`config.mk`:
```
export PLATFORM = sky130hd
export DESIGN_NAME = audio_effect_scheduler
export DESIGN_NICKNAME = d
export VERILOG_FILES = /design/src/rtl/audio_effect_scheduler.sv
export SDC_FILE = /design/constraint.sdc
export NUM_CORES = 1
export LEC_CHECK = 0
export BUFFER_PORTS_ARGS = -buffer_cell sky130_fd_sc_hd__buf_4
export CAP_MARGIN = 40
export CORE_MARGIN = 8
export CORE_UTILIZATION = 25
export CTS_CLUSTER_SIZE = 25
export DETAILED_ROUTE_END_ITERATION = 8
export GPL_ROUTABILITY_DRIVEN = 0
export GPL_TIMING_DRIVEN = 0
export PLACE_DENSITY = 0.5
export SYNTH_ARGS = -nofsm -noshare
export SYNTH_HDL_FRONTEND = slang
export SYNTH_SLANG_ARGS = --single-unit
```
`constraint.sdc`:
```
create_clock -name CLK -period 3.1 [get_ports CLK]
set_clock_uncertainty 0.1 [all_clocks]
set_input_delay 0.465 -clock CLK [delete_from_list [all_inputs] [get_ports CLK]]
set_output_delay 0.465 -clock CLK [all_outputs]
set_load 0.05 [all_outputs]
```
`src/rtl/audio_effect_scheduler.sv`:
```
// audio_effect_scheduler
//   Arbitrates up to four sound-effect requesters onto one synthesizer note
//   input. Holds a 64-entry note RAM and four (start, length) descriptors
//   loaded over a config write port. It grants one pending effect by fixed
//   priority (lowest index wins) and emits one note byte per tempo tick.
//
// Ports:
//   CLK        system clock (MasterCLK domain)
//   Reset      asynchronous, active-high reset
//   Enable     global enable; 0 aborts playback and flushes pending requests
//   Req[3:0]   per-effect request, sampled every cycle
//   CfgWrEn    config write strobe
//   CfgAddr    bit6=0: note RAM address [5:0]
//              bit6=1: descriptor, [2:1]=effect id, [0]=0 start / 1 length
//   CfgData    write data (descriptors use [5:0])
//   NoteOut    note byte to the synthesizer, 0 = silence
//   NoteValid  1-cycle pulse when NoteOut is updated on a tick
//   Busy       1 while in LOAD or PLAY
//   ActiveId   id of the most recently granted effect
//   DonePulse  1-cycle pulse on normal completion (with the silence note)
//   TempoTick  1-cycle tempo pulse, also used by the soundtrack path
//
// Build option:
//   PREEMPT_EN  when defined, a tick that sees a pending effect of lower index
//               than ActiveId aborts the current effect and starts the new one
//               on that same tick. When undefined, lower-index requests wait.

module audio_effect_scheduler #(
   parameter int TEMPO_DIV = 20000000,
   parameter int NOTE_AW   = 6
) (
   input  logic       CLK,
   input  logic       Reset,
   input  logic       Enable,
   input  logic [3:0] Req,
   input  logic       CfgWrEn,
   input  logic [6:0] CfgAddr,
   input  logic [7:0] CfgData,
   output logic [7:0] NoteOut,
   output logic       NoteValid,
   output logic       Busy,
   output logic [1:0] ActiveId,
   output logic       DonePulse,
   output logic       TempoTick
);

   localparam int TW    = (TEMPO_DIV > 1) ? $clog2(TEMPO_DIV) : 1;
   localparam int DEPTH = 1 << NOTE_AW;

   typedef enum logic [1:0] {S_IDLE, S_LOAD, S_PLAY} state_t;

   state_t             state, state_nxt;
   logic [TW-1:0]      tcnt;
   logic [7:0]         ram [DEPTH];
   logic [NOTE_AW-1:0] desc_start [4];
   logic [NOTE_AW-1:0] desc_len   [4];
   logic [3:0]         pend;
   logic [3:0]         len_nz;
   logic [3:0]         clr_mask;
   logic [1:0]         gnt_id;
   logic               gnt_any;
   logic [NOTE_AW-1:0] addr_q;
   logic [NOTE_AW-1:0] rem_q;
   logic               preempt;
   logic               take_idle;
   logic               emit;
   logic               finish;
   logic               ram_we;
   logic               desc_we;

   // ---------------- tempo counter (free-running, ignores Enable)
   assign TempoTick = (tcnt == TW'(TEMPO_DIV - 1));

   always_ff @(posedge CLK or posedge Reset) begin
      if (Reset)          tcnt <= '0;
      else if (TempoTick) tcnt <= '0;
      else                tcnt <= tcnt + TW'(1);
   end

   // ---------------- config port
   assign ram_we  = CfgWrEn && !CfgAddr[6];
   assign desc_we = CfgWrEn &&  CfgAddr[6];

   // RAM has no reset; reads are asynchronous, so a write landing on a tick
   // edge is seen by the next read only, and the tick captures the old byte.
   always_ff @(posedge CLK) begin
      if (ram_we) ram[CfgAddr[NOTE_AW-1:0]] <= CfgData;
   end

   always_ff @(posedge CLK or posedge Reset) begin
      if (Reset) begin
         for (int i = 0; i < 4; i++) begin
            desc_start[i] <= '0;
            desc_len[i]   <= '0;
         end
      end else if (desc_we) begin
         if (CfgAddr[0]) desc_len[CfgAddr[2:1]]   <= CfgData[NOTE_AW-1:0];
         else            desc_start[CfgAddr[2:1]] <= CfgData[NOTE_AW-1:0];
      end
   end

   // ---------------- pending set + fixed-priority pick
   always_comb begin
      for (int i = 0; i < 4; i++) len_nz[i] = (desc_len[i] != '0);
   end

   always_comb begin
      gnt_any = |pend;
      gnt_id  = 2'd0;
      for (int i = 3; i >= 0; i--)
         if (pend[i]) gnt_id = 2'(i);
   end

`ifdef PREEMPT_EN
   // Lowest pending index is gnt_id, so a lower-priority-index request exists
   // exactly when gnt_id < ActiveId.
   assign preempt = Enable && TempoTick && (state != S_IDLE) && gnt_any &&
                    (gnt_id < ActiveId);
`else
   assign preempt = 1'b0;
`endif

   // ---------------- FSM: state register
   always_ff @(posedge CLK or posedge Reset) begin
      if (Reset) state <= S_IDLE;
      else       state <= state_nxt;
   end

   // ---------------- FSM: next state
   always_comb begin
      state_nxt = state;
      if (!Enable) state_nxt = S_IDLE;
      else begin
         case (state)
            S_IDLE:  if (gnt_any)   state_nxt = S_LOAD;
            S_LOAD:  if (TempoTick) state_nxt = S_PLAY;
            S_PLAY:  if (preempt)   state_nxt = S_PLAY;
                     else if (TempoTick && rem_q == '0) state_nxt = S_IDLE;
            default: state_nxt = S_IDLE;
         endcase
      end
   end

   // ---------------- FSM: control outputs
   always_comb begin
      take_idle = Enable && (state == S_IDLE) && gnt_any;
      emit      = Enable && TempoTick && !preempt &&
                  ((state == S_LOAD) || ((state == S_PLAY) && rem_q != '0));
      finish    = Enable && TempoTick && !preempt &&
                  (state == S_PLAY) && (rem_q == '0);
      clr_mask  = (take_idle || preempt) ? (4'b0001 << gnt_id) : 4'b0000;
      Busy      = (state != S_IDLE);
   end

   // ---------------- datapath
   always_ff @(posedge CLK or posedge Reset) begin
      if (Reset) begin
         pend      <= '0;
         NoteOut   <= '0;
         NoteValid <= 1'b0;
         DonePulse <= 1'b0;
         ActiveId  <= '0;
         addr_q    <= '0;
         rem_q     <= '0;
      end else begin
         NoteValid <= 1'b0;
         DonePulse <= 1'b0;
         // A request in the grant cycle re-queues the same effect.
         pend <= Enable ? ((pend & ~clr_mask) | (Req & len_nz)) : 4'b0000;
         if (!Enable) begin
            NoteOut <= '0;
         end else if (take_idle) begin
            ActiveId <= gnt_id;
            addr_q   <= desc_start[gnt_id];
            rem_q    <= desc_len[gnt_id];
         end else if (preempt) begin
            ActiveId  <= gnt_id;
            NoteOut   <= ram[desc_start[gnt_id]];
            NoteValid <= 1'b1;
            addr_q    <= desc_start[gnt_id] + NOTE_AW'(1);
            rem_q     <= desc_len[gnt_id] - NOTE_AW'(1);
         end else if (emit) begin
            NoteOut   <= ram[addr_q];
            NoteValid <= 1'b1;
            addr_q    <= addr_q + NOTE_AW'(1);   // wraps 63 -> 0
            rem_q     <= rem_q - NOTE_AW'(1);
         end else if (finish) begin
            NoteOut   <= '0;
            NoteValid <= 1'b1;
            DonePulse <= 1'b1;
         end
      end
   end

endmodule

```
; Word-level counts from Yosys, hierarchy flattened
; Memories as Yosys holds them, arrays and structs flattened.
; Cells that the tools add are included.
; W data, S select, Z words.
[totals]
reg_bits = 103
mem_bits_rw = 512
in_bits = 23
word_cells = 108
n_memories = 1
[memory_table]
columns = name, words, width, rd, rd_clocked_by_memory_dff, wr, line
row1 = ram, 64, 8, 1, 0, 1, 54  ; logic [7:0] ram [DEPTH];
[classes]
n_addsub = 3
order_cmp = 3
n_eq_ne = 8
shifts = 1
mux = 39
bitwise = 7
n_reduce_logical = 29
[ops]
columns = op, count
row1 = $mux W6, 9
row2 = $bwmux W24, 2
row3 = $mux W8, 4
row4 = $reduce_bool A6 Y1, 5
row5 = $add A25 B1 Y25 const B, 1
row6 = $eq A25 B25 Y1 const B, 1
row7 = $mux W25, 1
row8 = $bmux W6 S2, 2
row9 = $mux W2, 8
row10 = $demux W6 S2, 1
row11 = $logic_and A1 B1 Y1, 11
row12 = $reduce_and A2 Y1, 5
row13 = $mux W1, 9
row14 = $ne A3 B3 Y1 const B, 3
row15 = $and A4 B4 Y4, 2
row16 = $mux W4, 2
row17 = $add A6 B1 Y6 const B, 1
row18 = $ge A3 B3 Y1 const B, 2
row19 = $logic_not A6 Y1, 1
row20 = $not A2 Y3, 2
row21 = $pmux W2 S3, 1
row22 = $sub A6 B1 Y6 const B, 1
row23 = $not A4 Y4, 1
row24 = $or A4 B4 Y4, 1
row25 = 13 further kinds, 14

; Longest topological paths before layout
; Gate-level depths: netlist (run 1).
[depth]
word_depth = 10
mapped_depth = 10

; Worst setup path after synthesis (run 1)
; OpenSTA, ideal clock, no wires.
[synth_timing]
kind = register to output
start = reg tcnt[14]
end = out TempoTick
arrival_ns = 2.243
required_ns = 2.535
slack_ns = 0.292
path_stages_with_launch = 6
path_buffers = 1
path_cell_list = dfrtp_1 > or4b_4 > nor4_4 > nand3_2 > clkinv_4 > clkbuf_1
[synth_between]
elab_chain_len = 1
[synth_rtl]
columns = element, line
row1 = "start, declared", 53  ; logic [TW-1:0] tcnt;
row2 = "start signal, assigned", 77  ; else tcnt <= tcnt + TW'(1);
row3 = $eq A25 B25 Y1, 72  ; assign TempoTick = (tcnt == TW'(TEMPO_DIV - 1));
row4 = "end, declared", 44  ; output logic TempoTick
; Every way passes these cells.

; Final worst setup path (run 1)
[layout_timing]
start = reg addr_q[1]
end = reg NoteOut[1]
[layout_between]
elab_chain_len = 4
[layout_rtl]
columns = element, line
row1 = "start, declared", 62  ; logic [NOTE_AW-1:0] addr_q;
row2 = "start signal, assigned", 174  ; addr_q <= desc_start[gnt_id];
row3 = "start signal, assigned", 180  ; addr_q <= desc_start[gnt_id] + NOTE_AW'(1);
row4 = "start signal, assigned", 185  ; addr_q <= addr_q + NOTE_AW'(1);
row5 = $mem_v2 Z64 W8, --
row6 = $mux W8, 182  ; end else if (emit) begin
row7 = $mux W8, 172  ; end else if (take_idle) begin
row8 = $mux W8, 170  ; if (!Enable) begin
row9 = "end signal, assigned", 178  ; NoteOut <= ram[desc_start[gnt_id]];
row10 = "end signal, assigned", 183  ; NoteOut <= ram[addr_q];
row11 = "end, declared", 39  ; output logic [7:0] NoteOut,
; Every way passes these cells. The select of a mux whose other input is x is not followed.
; A chain may end at the register's enable or synchronous reset.

==> impl_metrics.ini, run 1 <==
[global_route]
grt_pass1_vias = 14220
grt_first_pass_wirelength_mm = 96.97
antenna_found_initial = 3
track_usage = 0.1170
grt_max_degree = 73
grt_overflow = 0

[final_layout]
multi_input_area_mm2 = 0.006636
diodes = 0
fillCellCount = 9811
area_growth_pct = 17.23
drive_gt1_frac = 0.2285
nets = 1593
regArea_mm2 = 0.01795
utilization = 0.2939
fin_area_mm2 = 0.02922
final_cells = 2913

[drt]
ant_nets = 0
wirelength_mm = 66.57
routedWlPerCell_um = 22.85
drt_pass1_iterations = 5
drc_errors = 0
drt_first_iter_violations = 1140
vias = 13660
vias_per_cell = 4.689

[cts]
cts_max_level = 2
cts_made_buffers = 61
cts_root_buffer = clkbuf_16
cts_tree = built
cts_buffer_depth = 3
clock-sinks = 615
clock_latency_ns = 0.64
clk_pin_slew_ns = 0.06

[yosys]
synth_flop_cell = edfxtp_1
ys_types = 64
ys_warn_count = 0
synth-edff-count = 512
synth_top_cell_area_share = 0.6168
ys_seq_area_frac = 0.7202
syn_inst = 1440
ys_async_sr_fraction = 0.1675
syn_area_mm2 = 0.02493
synth.area.top_cells = edfxtp_1 (62%), dfrtp_1 (10%), mux4_2 (9.1%)
yosysTopAreaCell = edfxtp_1
synth_fp_nets = 1467
synth.ff_latch_count = 615
syn_area_per_cell_um2 = 17.31
yosys-top-cells-count = edfxtp_1 (512), dfrtp_1 (103), nor2_1 (103)
post-synth-top-count-cell = edfxtp_1

[sta]
setup_ws_ns = 0.09085
slew_violations = 0
grt_setup_unrepaired = yes
setup_viol = 0
hold_ws_ns = 0.2110
fin_setup_tns_ns = 0
fmax_mhz = 332.3
finalHoldViolCount = 0
tightest_slew_ns = 0.9277
period_minus_slack_ns = 3.009
max-slew-margin-rel = 0.3792
period_share = 0.9707

[pwr]
internal-power_mw = 15.82
p_sw_mw = 7.083
swShare = 0.3092
p_total_mw = 22.91
leakage_nw = 9.560
power_per_cell_area_mw_per_mm2 = 783.9
seqPwrFrac = 0.412
pwr-share-clk = 0.326
combPwrFrac = 0.263
ir_drop_mv = 0.4971

[setup_path]
cp.arrival_ns = 3.49
r2r-end = NoteOut[1]$_DFFE_PP0P_
r2r_cells = 7
crit_path_start_kind = flip-flop
cp_max_fo = 10
crit_type = reg2reg
cpPeakStageDelay_ns = 0.60
crit_path_frequent_cell = clkbuf_1
cp.required_ns = 3.58
crit_path_cell_trace = clkbuf_2 -> nor2b_1 -> clkbuf_1 -> clkbuf_1 -> a22oi_1 -> a31oi_1 -> a22o_1
r2r-start = addr_q[1]$_DFFE_PP0P_
r2r_slack_ns = 0.09
setup.worst_path.end_class = flip-flop
slowest_stage = clkbuf_1

[place]
portBuffers = 31
dp_slack_ns = -0.3451
post_dp_cell_area_mm2 = 0.02700
dp_hpwl_mm = 43.34
place_inst = 2790

[worst_hold_path]
min_path_type = in2reg
hold_depth = 3
min-delay-start = Enable
hold_end = ActiveId[1]$_DFFE_PP0P_

[floorplanning]
fp.dieH_um = 331.8
ios = 37
core-area_mm2 = 0.09942
die-area_mm2 = 0.1101
fp-row-count = 116
fp.dieW_um = 331.8
initial_core_util = 0.2507

[outcome]
status = finished, final reports clean

[run]
maxCapViolCount = 0
==> worst max-delay path by stage <==
stage / from / end / slack [ns] / depth (start not counted)
2_1_floorplan: tcnt[14]$_DFF_PP0_ / TempoTick / 0.29 / 5
3_3_place_gp: addr_q[0]$_DFFE_PP0P_ / NoteOut[5]$_DFFE_PP0P_ / -0.71 / 9
3_5_place_dp: CfgAddr[0] / ram[38][4]$_DFFE_PP_ / -0.35 / 4
4_1_cts: tcnt[8]$_DFF_PP0_ / TempoTick / 0.004 / 5
5_1_grt: addr_q[0]$_DFFE_PP0P_ / NoteOut[1]$_DFFE_PP0P_ / -0.02 / 8
6_report: addr_q[1]$_DFFE_PP0P_ / NoteOut[1]$_DFFE_PP0P_ / 0.09 / 7
==> critical path: cells and delay by family, from the launching register on <==
kind | cells | cell delay, ns
buffers and inverters | 3 | 1.42
AOI/OAI and AO/OA | 3 | 0.86
DFF | 1 | 0.39
and+or+nand+nor | 1 | 0.17
==> final cells by class <==
| type | instances | share of cell area |
|---|---|---|
| Sequential cell | 615 | 0.6143 |
| Inverter | 12 | 0.002098 |
| Tap cell | 1298 | 0.05558 |
| Clock inverter | 39 | 0.01396 |
| Clock buffer | 73 | 0.05451 |
| Buffer | 73 | 0.01255 |
| Multi-Input combinational cell | 737 | 0.2271 |
| Timing Repair Buffer | 66 | 0.01987 |
==> sequential cells by signal (all words and copies together), names as in the netlist <==
| register | count |
|---|---|
| ActiveId | 2 |
| ram | 512 |
| desc_len | 24 |
| state | 2 |
| desc_start | 24 |
| pend | 4 |
| NoteValid | 1 |
| rem_q | 6 |
| addr_q | 6 |
| DonePulse | 1 |
| NoteOut | 8 |
| tcnt | 25 |
==> power groups by stage <==
stage	logic (mW)	clock network, mW	registers, mW
2_1_floorplan	3.73	0	9.57
3_3_place_gp	5.84	0	9.59
3_5_place_dp	5.95	0	9.60
4_1_cts	6.01	7.61	9.43
5_1_grt	6.39	7.92	9.46
6_report	6.01	7.46	9.44
==> cell usage in the layout (no fill, tap or decap), types with 7 or more instances in the layout <==
master	synthesis	final
edfxtp_1	512	512
dfrtp_1	103	103
nor2_1	103	102
mux4_2	101	101
nand2_1	68	68
buf_4	1	62
clkbuf_16	0	62
mux2_2	60	60
mux2i_1	53	53
clkbuf_1	40	43
a21oi_1	33	33
nand3_1	32	32
a22oi_1	26	26
o21ai_0	24	24
a22o_1	19	19
clkinv_1	1	18
a211oi_1	17	17
nor2b_1	16	16
xnor2_1	15	15
and2_1	14	14
o22ai_1	14	14
nor3_1	12	12
xor2_1	11	11
a31oi_1	10	10
buf_2	26	10
inv_1	10	9
buf_1	8	7
o31ai_1	13	7
clkbuf_2	0	7
clkinvlp_4	0	7
clkbuf_4	0	7
bufinv_16	0	7
==> layer usage <==
layer,track usage,vias up,wire length (um)
met5,0,-,0
met4,0.03167,0,1428
met3,0.02711,97,4504
met2,0.1904,410,31490
met1,0.1564,7200,29150
li1,-,5952,-
==> kinds of logic (layout without fill, tap and decap cells) <==
group | after synthesis | count (layout) | share of synthesized area
AOI/OAI and AO/OA | 190 | 190 | 0.05236
xor gates and xnor gates | 26 | 26 | 0.009136
adders and majority gates | 4 | 4 | 0.002008
buffers and inverters | 88 | 263 | 0.01521
DFF | 615 | 615 | 0.7202
muxes | 214 | 214 | 0.1396
and+or+nand+nor | 303 | 303 | 0.06144
==> what timing repair did <==
item	4_1_cts	5_1_grt
gates cloned	0	0
setup endpoints to repair	11	9
pin swaps	3	2
buffers inserted	2	4
gates resized for setup	18	21
endpoints found under the hold margin	40	0
hold buffers	5	0
Note: power is estimated with default switching activity, not from simulation.
==> run 2: changes to the inputs <==
--- a/config.mk
+++ b/config.mk
@@ -14,6 +14,7 @@
 export GPL_ROUTABILITY_DRIVEN = 0
 export GPL_TIMING_DRIVEN = 0
 export PLACE_DENSITY = 0.5
+export REMOVE_ABC_BUFFERS = 1
 export SYNTH_ARGS = -nofsm -noshare
 export SYNTH_HDL_FRONTEND = slang
 export SYNTH_SLANG_ARGS = --single-unit
==> run 2 against run 1 <==
  * Worst hold slack lost 0.16 ns
  * Critical endpoint is now TempoTick
  * Total power is 0.89% lower
  * Critical path type is now reg2out
  * Final cell count down 1.5%
  * First-iteration DRC count unchanged
  * Count of clock-buffer cells in the layout increased by 11
  * Largest power group unchanged
  * Flip-flop and latch count stayed put
  * Clock power up 2%
  * Design area did not move
  * Sequential share of layout area about the same
  * Combinational power down 10%
  * Worst setup slack better by 0.033 ns
==> impl_metrics.ini, run 2 (same netlist as run 1, synthesis figures left out) <==
[outcome]
status = finished, final reports clean

[sta]
slew_violations = 0
hold_ws_ns = 0.05269
tightest_slew_ns = 0.8927
finalHoldViolCount = 0
setup_viol = 0
period_minus_slack_ns = 2.976
max-slew-margin-rel = 0.4026
fmax_mhz = 336.0
fin_setup_tns_ns = 0
period_share = 0.9600

[cts]
cts_root_buffer = clkbuf_16
cts_buffer_depth = 3
cts_max_level = 3
clock-sinks = 615
clock_latency_ns = 0.59
cts_tree = built
cts_made_buffers = 67
clk_pin_slew_ns = 0.06

[floorplanning]
core-area_mm2 = 0.09942
initial_core_util = 0.2507
die-area_mm2 = 0.1101
fp.dieW_um = 331.8
fp.dieH_um = 331.8
ios = 37
fp-row-count = 116

[global_route]
grt_use_met3 = 0.02880
antenna_found_initial = 0
grt_first_pass_wirelength_mm = 93.31
grt_overflow = 0
met2_usage = 0.1758
use_met1 = 0.1525
grt.busiest_layer = met2
grt_max_degree = 73
grt_pass1_vias = 13990
track_usage = 0.1119

[setup_path]
r2r_cells = 6
r2r_slack_ns = 0.16
cp_max_fo = 6
cp.arrival_ns = 2.41
setup.worst_path.end_class = output pin
cp.required_ns = 2.53
r2r-end = NoteOut[4]$_DFFE_PP0P_
crit_type = reg2out
crit_path_start_kind = flip-flop
r2r-start = addr_q[0]$_DFFE_PP0P_

[worst_hold_path]
hold_depth = 3
min-delay-start = Req[0]
hold_end = pend[0]$_DFF_PP0_
min_path_type = in2reg

[pwr]
power_per_cell_area_mw_per_mm2 = 776.9
ir_drop_mv = 0.3767
leakage_nw = 9.616

[run]
maxCapViolCount = 0

[drt]
vias_per_cell = 4.694
drt_first_iter_violations = 1140
drt_pass1_iterations = 5
vias = 13460
ant_nets = 0
drc_errors = 0
routedWlPerCell_um = 21.99
wirelength_mm = 63.08

[final_layout]
utilization = 0.2939
largest_register_ff_count = 512
drive_gt1_frac = 0.2357
nets = 1552
area_growth_pct = 17.23
diodes = 0
final_cell_mix = edfxtp_1 (512), nor2_1 (102), mux4_2 (101)
final_common_cell = edfxtp_1

[place]
dp_hpwl_mm = 38.60
portBuffers = 36
-- run 2: cell count changes in the layout (fill, tap and decap cells not counted), sizes merged --
cell         previous run  this run
inv                    10        16
clkinv                 27        21
bufinv                  7         3
buf                    88        91
clkbuf                119        84
clkinvlp                7         2
dlygate4sd3             5         1
-- run 2: layout make-up --
class                           count  area, um2
Fill cell                        9747      70200
Sequential cell                   615      17960
Multi-Input combinational cell    737       6609
Clock buffer                       84       1790
Tap cell                         1298       1624
Timing Repair Buffer               92      914.6
Clock inverter                     30      260.3
Inverter                           12      60.06
-- run 2: per-layer routing --
metal / vias to the layer above / wire length, um
li1: 5876 / -
met1: 7116 / 28070
met2: 373 / 29280
met3: 96 / 4107
met4: 0 / 1623
met5: - / 0
-- run 2: power breakdown --
group	internal, mW	total, mW	switching, mW
registers	9.24	9.73	0.484
logic	2.41	5.38	2.98
clock network	4.36	7.59	3.23
-- run 2: worst max-delay path by stage --
stage	end	slack (ns)	cells after the start	startpoint
after floorplan	NoteOut[1]$_DFFE_PP0P_	-2.78	5	addr_q[2]$_DFFE_PP0P_
after global placement	NoteOut[2]$_DFFE_PP0P_	-6.08	6	addr_q[2]$_DFFE_PP0P_
after detailed placement	NoteOut[7]$_DFFE_PP0P_	-0.57	7	addr_q[2]$_DFFE_PP0P_
after CTS	NoteOut[2]$_DFFE_PP0P_	0.04	6	addr_q[3]$_DFFE_PP0P_
after global routing	TempoTick	-0.008	5	tcnt[8]$_DFF_PP0_
final	TempoTick	0.12	5	tcnt[14]$_DFF_PP0_
-- run 2: metrics by stage --
| step | cell area, um2 | std cells | total power, mW | setup slack (ns) |
|---|---|---|---|---|
| CTS | 29150 | 2863 | 22.96 | 0.04321 |
| detailed placement | 26980 | 2742 | 15.17 | -0.5661 |
| global placement | 26490 | 2698 | 14.14 | -6.084 |
| floorplan | 24600 | 1364 | 13.41 | -2.782 |
| finish | 29220 | 2868 | 22.70 | 0.1241 |
| global route | 29220 | 2868 | 23.62 | -0.008108 |
-- run 2: what timing repair did --
action / 4_1_cts / 5_1_grt
gates resized for setup: 4 / 0
endpoints found under the setup margin: 9 / 4
setup buffers: 6 / 2
hold endpoints to repair: 35 / 0
pin swaps: 2 / 2
hold buffers: 1 / 0
-- run 2: critical path, cell delays in order, from the launching register on --
cell,delay [ns]
dfrtp_1,0.44
or4b_4,0.55
nor4_4,0.35
nand3_2,0.22
clkinv_8,0.10
buf_6,0.16
